===== config.mk =====
export PLATFORM = sky130hd
export DESIGN_NAME = mem_ctrl
export DESIGN_NICKNAME = d
export VERILOG_FILES = /design/src/rtl/mem_ctrl_pkg.sv /design/src/rtl/load_ext.sv /design/src/rtl/mem_ctrl.sv
export SDC_FILE = /design/constraint.sdc
export NUM_CORES = 1
export LEC_CHECK = 0
export ABC_AREA = 1
export BUFFER_PORTS_ARGS = -buffer_cell sky130_fd_sc_hd__buf_4
export CELL_PAD_IN_SITES_DETAIL_PLACEMENT = 2
export CELL_PAD_IN_SITES_GLOBAL_PLACEMENT = 2
export CORE_ASPECT_RATIO = 1.2
export CORE_MARGIN = 10
export CORE_UTILIZATION = 26
export DETAILED_ROUTE_END_ITERATION = 10
export PLACE_DENSITY = 0.8
export REMOVE_ABC_BUFFERS = 1
export SLEW_MARGIN = 20
export SYNTH_ARGS = -nofsm -noshare
export SYNTH_HDL_FRONTEND = slang
export SYNTH_SLANG_ARGS = --single-unit
export TNS_END_PERCENT = 5

===== constraint.sdc =====
create_clock -name clk -period 2.1 [get_ports clk]
set_input_delay 0.21 -clock clk [delete_from_list [all_inputs] [get_ports clk]]
set_output_delay 0.21 -clock clk [all_outputs]
set_load 0.05 [all_outputs]

===== src/rtl/mem_ctrl_pkg.sv =====
// Shared encodings, FSM state type and helpers for the byte-serial data-memory controller.
// Misalignment trapping is selected by MEM_CTRL_MISALIGN_TRAP_EN (see mem_ctrl.sv).
package mem_ctrl_pkg;

  localparam int RAM_ADDR_W_DEF = 17;

  localparam logic [1:0] SIZE_B = 2'b00;
  localparam logic [1:0] SIZE_H = 2'b01;
  localparam logic [1:0] SIZE_W = 2'b10;

  typedef enum logic [1:0] {
    ST_IDLE,
    ST_READ,
    ST_WRITE,
    ST_DONE
  } state_t;

  // Index of the last byte of a request: 0, 1 or 3 (size 11 behaves as word).
  function automatic logic [1:0] last_idx(input logic [1:0] size);
    case (size)
      SIZE_B:  return 2'd0;
      SIZE_H:  return 2'd1;
      default: return 2'd3;
    endcase
  endfunction

  function automatic logic is_misaligned(input logic [1:0] lsb, input logic [1:0] size);
    case (size)
      SIZE_B:  return 1'b0;
      SIZE_H:  return lsb[0];
      default: return (lsb != 2'b00);
    endcase
  endfunction

endpackage


===== src/rtl/load_ext.sv =====
// Combinational load-data extender: zero/sign-extends a byte, half or word result to 32 bits.
module load_ext
  import mem_ctrl_pkg::*;
(
  input  logic [31:0] raw,
  input  logic [1:0]  size,
  input  logic        sign,
  output logic [31:0] rdata
);

  always_comb begin
    rdata = raw;
    unique case (size)
      SIZE_B:  rdata = {{24{sign & raw[7]}}, raw[7:0]};
      SIZE_H:  rdata = {{16{sign & raw[15]}}, raw[15:0]};
      default: rdata = raw;
    endcase
  end

endmodule


===== src/rtl/mem_ctrl.sv =====
// MEM-stage data-memory responder: serialises loads/stores into little-endian byte RAM accesses.
// Optional build macro MEM_CTRL_MISALIGN_TRAP_EN rejects misaligned half/word requests with err_o.
//
// state    | meaning
// ST_IDLE  | waiting for req_i; latches the request on acceptance
// ST_WRITE | one RAM byte write per cycle, bytes 0..n-1
// ST_READ  | issue byte addresses, capture returned data one cycle later; tail = final capture
// ST_DONE  | one-cycle done_o pulse with extended load data
module mem_ctrl
  import mem_ctrl_pkg::*;
#(
  parameter int RAM_ADDR_W = RAM_ADDR_W_DEF
)
(
  input  logic                  clk,
  input  logic                  rst_n,
  input  logic                  req_i,
  input  logic                  we_i,
  input  logic [31:0]           addr_i,
  input  logic [1:0]            size_i,
  input  logic                  sign_i,
  input  logic [31:0]           wdata_i,
  output logic [31:0]           rdata_o,
  output logic                  done_o,
  output logic                  err_o,
  output logic                  stall_o,
  output logic [RAM_ADDR_W-1:0] ram_a_o,
  output logic [7:0]            ram_dout_o,
  output logic                  ram_wr_o,
  input  logic [7:0]            ram_din_i
);

  state_t                state, state_nx;
  logic [1:0]            cnt, cnt_nx;
  logic                  tail, tail_nx;
  logic [RAM_ADDR_W-1:0] addr;
  logic [1:0]            size;
  logic                  sign;
  logic                  store;
  logic                  err;
  logic [31:0]           wdata;
  logic [31:0]           result;
  logic [31:0]           ext_data;
  logic [1:0]            last;
  logic [1:0]            cap_idx;
  logic                  cap_en;
  logic                  accept;
  logic                  misalign;
  logic                  unused_addr;

  assign unused_addr = ^addr_i[31:RAM_ADDR_W];

`ifdef MEM_CTRL_MISALIGN_TRAP_EN
  assign misalign = is_misaligned(addr_i[1:0], size_i);
`else
  assign misalign = 1'b0;
`endif

  assign last    = last_idx(size);
  assign accept  = (state == ST_IDLE) && req_i;
  // Capture lags issue by one cycle; in the tail cycle cnt holds at the last byte.
  assign cap_idx = tail ? cnt : cnt - 2'd1;
  assign cap_en  = (state == ST_READ) && (tail || (cnt != 2'd0));

  always_ff @(posedge clk or negedge rst_n) begin
    if (!rst_n) begin
      state <= ST_IDLE;
      cnt   <= '0;
      tail  <= 1'b0;
    end else begin
      state <= state_nx;
      cnt   <= cnt_nx;
      tail  <= tail_nx;
    end
  end

  always_comb begin
    state_nx = state;
    cnt_nx   = cnt;
    tail_nx  = tail;
    unique case (state)
      ST_IDLE: begin
        if (req_i) begin
          cnt_nx  = '0;
          tail_nx = 1'b0;
          if (misalign)  state_nx = ST_DONE;
          else if (we_i) state_nx = ST_WRITE;
          else           state_nx = ST_READ;
        end
      end
      ST_WRITE: begin
        if (cnt == last) state_nx = ST_DONE;
        else             cnt_nx   = cnt + 2'd1;
      end
      ST_READ: begin
        if (tail)             state_nx = ST_DONE;
        else if (cnt == last) tail_nx  = 1'b1;
        else                  cnt_nx   = cnt + 2'd1;
      end
      ST_DONE: state_nx = ST_IDLE;
      default: state_nx = ST_IDLE;
    endcase
  end

  always_ff @(posedge clk or negedge rst_n) begin
    if (!rst_n) begin
      addr   <= '0;
      size   <= SIZE_B;
      sign   <= 1'b0;
      store  <= 1'b0;
      err    <= 1'b0;
      wdata  <= '0;
      result <= '0;
    end else if (accept) begin
      addr   <= addr_i[RAM_ADDR_W-1:0];
      size   <= size_i;
      sign   <= sign_i;
      store  <= we_i;
      err    <= misalign;
      wdata  <= wdata_i;
      result <= '0;
    end else if (cap_en) begin
      result[{cap_idx, 3'b000} +: 8] <= ram_din_i;
    end
  end

  load_ext u_load_ext (
    .raw   (result),
    .size  (size),
    .sign  (sign),
    .rdata (ext_data)
  );

  // Outputs decode straight from state so reset drops the write enable without a clock.
  assign ram_wr_o   = (state == ST_WRITE);
  assign ram_a_o    = addr + RAM_ADDR_W'(cnt);
  assign ram_dout_o = ram_wr_o ? wdata[{cnt, 3'b000} +: 8] : 8'h00;
  assign done_o     = (state == ST_DONE);
  assign err_o      = done_o & err;
  assign rdata_o    = (done_o && !store && !err) ? ext_data : 32'h0;
  assign stall_o    = req_i & ~done_o;

endmodule


; Word-level counts from Yosys, hierarchy flattened
; Index checks and enable logic that the tools add are counted.
; Widths: inputs -> output; s select.
[totals]
ff_bits = 90
out_inout_bits = 61
[classes]
bitwise_logic = 4
eq_ne = 9
n_shift = 3
n_reduce_logical = 14
addsub = 4
muxes = 21
[op_table]
columns = op, count
row1 = $mux 32, 3
row2 = $pmux 32 s2, 1
row3 = $bwmux 32, 1
row4 = $shift 8x7->32 const A, 1
row5 = $shiftx 32x6->8, 1
row6 = $shiftx 8x7->32, 1
row7 = $add 17x2->17, 1
row8 = $mux 2, 8
row9 = $mux 8, 1
row10 = $pmux 2 s4, 1
row11 = $neg 5->7, 1
row12 = $ne 2x2->1 const B, 3
row13 = $pmux 2 s3, 1
row14 = $reduce_and 3->1, 2
row15 = $reduce_bool 2->1, 3
row16 = $eq 2x1->1 const B, 2
row17 = $eq 2x2->1 const B, 2
row18 = $logic_not 2->1, 2
row19 = $pmux 2 s2, 1
row20 = $and 1x1->1, 3
row21 = $logic_and 1x1->1, 3
row22 = $mux 1, 3
row23 = $reduce_bool 3->1, 1
row24 = $add 2x1->2 const B, 1
row25 = other kinds (8), 8

; Longest topological paths before layout
[logic_depth]
depth_word = 7
depth_mapped = 11
ltp_nobuf = 10

; Cells and area by module
; From an unflattened synthesis, not the netlist that was laid out.
[unflattened]
cells_unflattened = 736
area_unflattened_um2 = 5395.2
[by_module_without_submodules]
columns = module, cells_each, seq_area_each_um2, instances, area_each_um2
row1 = mem_ctrl, 664, 2252.2, 1, 4928.5
row2 = load_ext, 72, 0.0, 1, 466.7

; Worst setup path before layout
; No wires, ideal clock.
[synth_path]
path_type = register to output
start = register cnt[0]
end = output ram_a_o[8]
t_arrival_ns = 2.368
path_buffers = 0
slack_ns = -0.478
path_stages_with_launch = 7
cell_sequence = dfrtp_1 -> ha_1 -> inv_1 -> fa_1 -> or2_2 -> nor2_2 -> xor2_1
[synth_between]
elab_chain_cells = 1
[synth_lines]
columns = item, line_no
row1 = start: declaration, mem_ctrl.sv:34  ; logic [1:0] cnt, cnt_nx;
row2 = start signal: assignment, mem_ctrl.sv:72  ; cnt <= cnt_nx;
row3 = $add 17x2->17, mem_ctrl.sv:136  ; assign ram_a_o = addr + RAM_ADDR_W'(cnt);
row4 = end: declaration, mem_ctrl.sv:27  ; output logic [RAM_ADDR_W-1:0] ram_a_o,
; Every way passes these cells.

; Worst setup path after layout
[layout_path]
start = register cnt[0]
end = output ram_a_o[12]
; Same word-level chain as after synthesis.

==> qor.csv <==
metric,value,unit
mux share of post-synthesis cell area,0,%
"Slew Viols, Final",0,
drt pass-1 iters,4,
Clk pwr share,15.3,%
min setup slack post-route,-0.2265,ns
"top cells by area, synth","dfrtp_1, nand2_1, nor2_1",
layout net count,898,
"Arr. time, crit path",2.12,ns
vias in the first global route,5555,
Clock Skews,0.004688,ns
largest net degree at the start of global routing,57,
compound-gate portion of the synthesized area,7.198,%
worst hold-check path type,in -> reg,
Via density,4.573,
via count,4884,
RSZ-0062 raised after global routing,yes,
Comb pwr share,57.2,%
post-detail-place hpwl,13510,µm
register area share after synthesis,44.68,%
clock sinks,90,
register share of total power,27.4,%
First DRT Iteration DRCs,131,
DR WL/cell,16.76,µm
kind of critical path,reg -> out,
total length of routed wires,17910,µm
Die Y,172.5,µm
final RePlAce weighted congestion,0.7615,
die area,0.02538,mm²
final setup fails,9,
Final Cell Area,0.006887,mm²
final period utilization,110.8,%
Initial Util,26.54,%
port bufs,123,
flop and latch count out of synthesis,90,
Global Route Usage Sum,14.08,%
worst-case vdd ir drop,581.7,µV
Synth Cell Area,0.005041,mm²
Max Cap Viol,0,
Longest Clk Path Bufs,2,
first-pass GRT wire length,29230,µm
post-synthesis simple-gate area fraction,35.64,%
GR Overflow Total,0,
CTS buffer count,9,
CTS tree,yes,
clock root buffer,clkbuf_16,
clock insertion delay at the later pin of the skew report,0.35,ns
die width,147.1,µm
Synth Area in XOR/XNOR,3.003,%
crit-path max FO,3,
ANT nets after route,0,
antenna cells,0,
Net Sw Frac,49.90,%
worst hold slack,0.05145,ns
Worst Path Required,1.89,ns
post-synthesis adder-cell area fraction,2.879,%
CP startpoint kind,flop,
Mapped Avg Cell Area,7.524,µm²
Leak,3.505,nW
"CTS clk-pin slew, worst paths",0.06,ns
Cell variety after synth,39,
Setup crit end kind,output pin,
Syn-to-layout area delta,36.61,%
Internal Dissipation,5.560,mW
setup TNS,-1.448,ns
failing checks,setup timing,
DP Area,0.006346,mm²
Syn Inst Count,670,
Worst-Margin Slew,0.7494,ns
Synth top area share,44.68,%
initial antenna violation count,0,
# rows,55,
Fin. Hold Viols,0,
"Min Clock Period, post-route",2.327,ns
postcts setup bufs,0,
post-synth top area cell,dfrtp_1,
total core area,0.01899,mm²
H-Tree Depth,3,
Max-slew headroom,50.04,%
NetSw,5.538,mW
share of layout cells above drive strength 1,27.96,%
largest family of logic cells by synthesized area,simple AND/OR/NAND/NOR gates,
DR DRC count,0,
power per cell area,1612,mW/mm²
YS warnings,0,
Fmax achieved,0.4298,GHz
outcome,"complete, but fails checks",
IO Pins,140,
==> repair_timing <==
action,4_1_cts,5_1_grt
hold buffers,1,0
pin swaps,8,5
endpoints found under the setup margin,51,78
gates resized for setup,21,40
hold endpoints to repair,52,0
==> cell families after synthesis <==
logic type,Yosys count
AND/OR/NAND/NOR,416
flip-flops,90
buffers and inverters,72
AO/OA/AOI/OAI,67
XOR/XNOR,13
adder cells (fa/ha/maj),11
other,1
==> power groups by stage <==
stage / Sequential, mW / Combinational, mW / Clock (mW)
after floorplan: 2.94 / 4.07 / 0
after global placement: 3.00 / 5.94 / 0
after detailed placement: 3.04 / 6.14 / 0
after CTS: 3.03 / 6.26 / 1.76
after global routing: 3.16 / 7.06 / 1.81
final: 3.05 / 6.35 / 1.70
==> path summary, 6_finish.rpt <==
check | startpoint | endpoint | slack, ns | cells after the start
worst max-delay path | cnt[0] | ram_a_o[12] | -0.23 | 9
worst min-delay path | wdata_i[18] | wdata[18] | 0.05 | 3
worst max register to register | cnt[0] | result[22] | 0.09 | 11
worst min register to register | result[9] | result[9] | 0.47 | 2
max in group asynchronous | rst_n | wdata[16] | 0.93 | 3
min in group asynchronous | rst_n | result[13] | 0.48 | 2
==> layout by cell type (no fill, tap or decap), drive strengths merged <==
cell	count
a21oi	20
buf	152
bufinv	1
clkbuf	13
clkinv	3
conb	1
dfrtp	90
dlygate4sd3	1
fa	1
ha	10
inv	44
nand2	247
nand3	39
nand3b	4
nand4	15
nor2	107
nor3	3
o21ai	46
o22ai	1
or2	1
xnor2	5
xor2	8
==> state kept, by name, indices dropped and copies added, names as in the netlist <==
| register | count |
|---|---|
| size | 2 |
| tail | 1 |
| store | 1 |
| cnt | 2 |
| addr | 17 |
| sign | 1 |
| wdata | 32 |
| result | 32 |
| state | 2 |
==> synthesized netlist by cell type <==
cell,number
nand4_1,15
buf_6,5
a21oi_1,19
o21ai_0,29
buf_1,4
nand2_1,242
o21ai_2,1
xnor2_4,1
o21ai_4,1
or2_2,1
nand3_2,3
nor2_2,3
fa_1,1
nor2_4,3
buf_2,8
conb_1,1
nand3_4,2
buf_4,3
clkinv_1,2
a21oi_4,1
nand2_2,2
xor2_1,7
dfrtp_1,90
xnor2_1,4
nand2_4,2
inv_1,38
o22ai_1,1
o21ai_1,15
nor2_1,100
ha_1,10
clkbuf_1,6
nor3_1,2
nor3_2,1
nand3b_1,4
nor2_8,1
xor2_4,1
inv_2,6
nand3_1,34
nand2_8,1
==> worst max-delay path, stage by stage, from the launching register on <==
cell     delay [ns]
dfrtp_1        0.35
ha_2           0.19
inv_2          0.04
fa_2           0.37
nor3_4         0.28
nand2_2        0.12
nor2_1         0.10
nand2_1        0.06
nand2_1        0.08
buf_6          0.16
==> through the flow <==
step	util (%)	total power [mW]	setup slack [ns]	instances
4_1_cts	35.43	11.04	-0.2795	1068
3_3_place_gp	33.41	8.944	0.002777	1052
2_1_floorplan	-	7.010	-0.8796	644
3_5_place_dp	33.41	9.187	-0.04177	1052
6_report	36.26	11.10	-0.2265	1068
5_1_grt	36.26	12.03	-0.3713	1068
==> metal layers <==
metal / part of all wire, % / global-route usage, % / vias up
met5: 0 / 0 / -
met4: 1.8 / 5.211 / 0
met3: 4.2 / 3.108 / 18
met2: 52 / 25.15 / 91
met1: 42 / 15.90 / 2392
li1: - / - / 2383
==> area by class of cell <==
type                       count  area (µm²)
sequential                    90        2255
clock buffer                  13       270.3
tap                          256       320.3
inverter                      46       172.7
timing repair buffer         153        1234
multi-input combinational    508        2600
fill                        2241       12110
clock inverter                 2       35.03
Note: power is estimated with default switching activity, not from simulation.
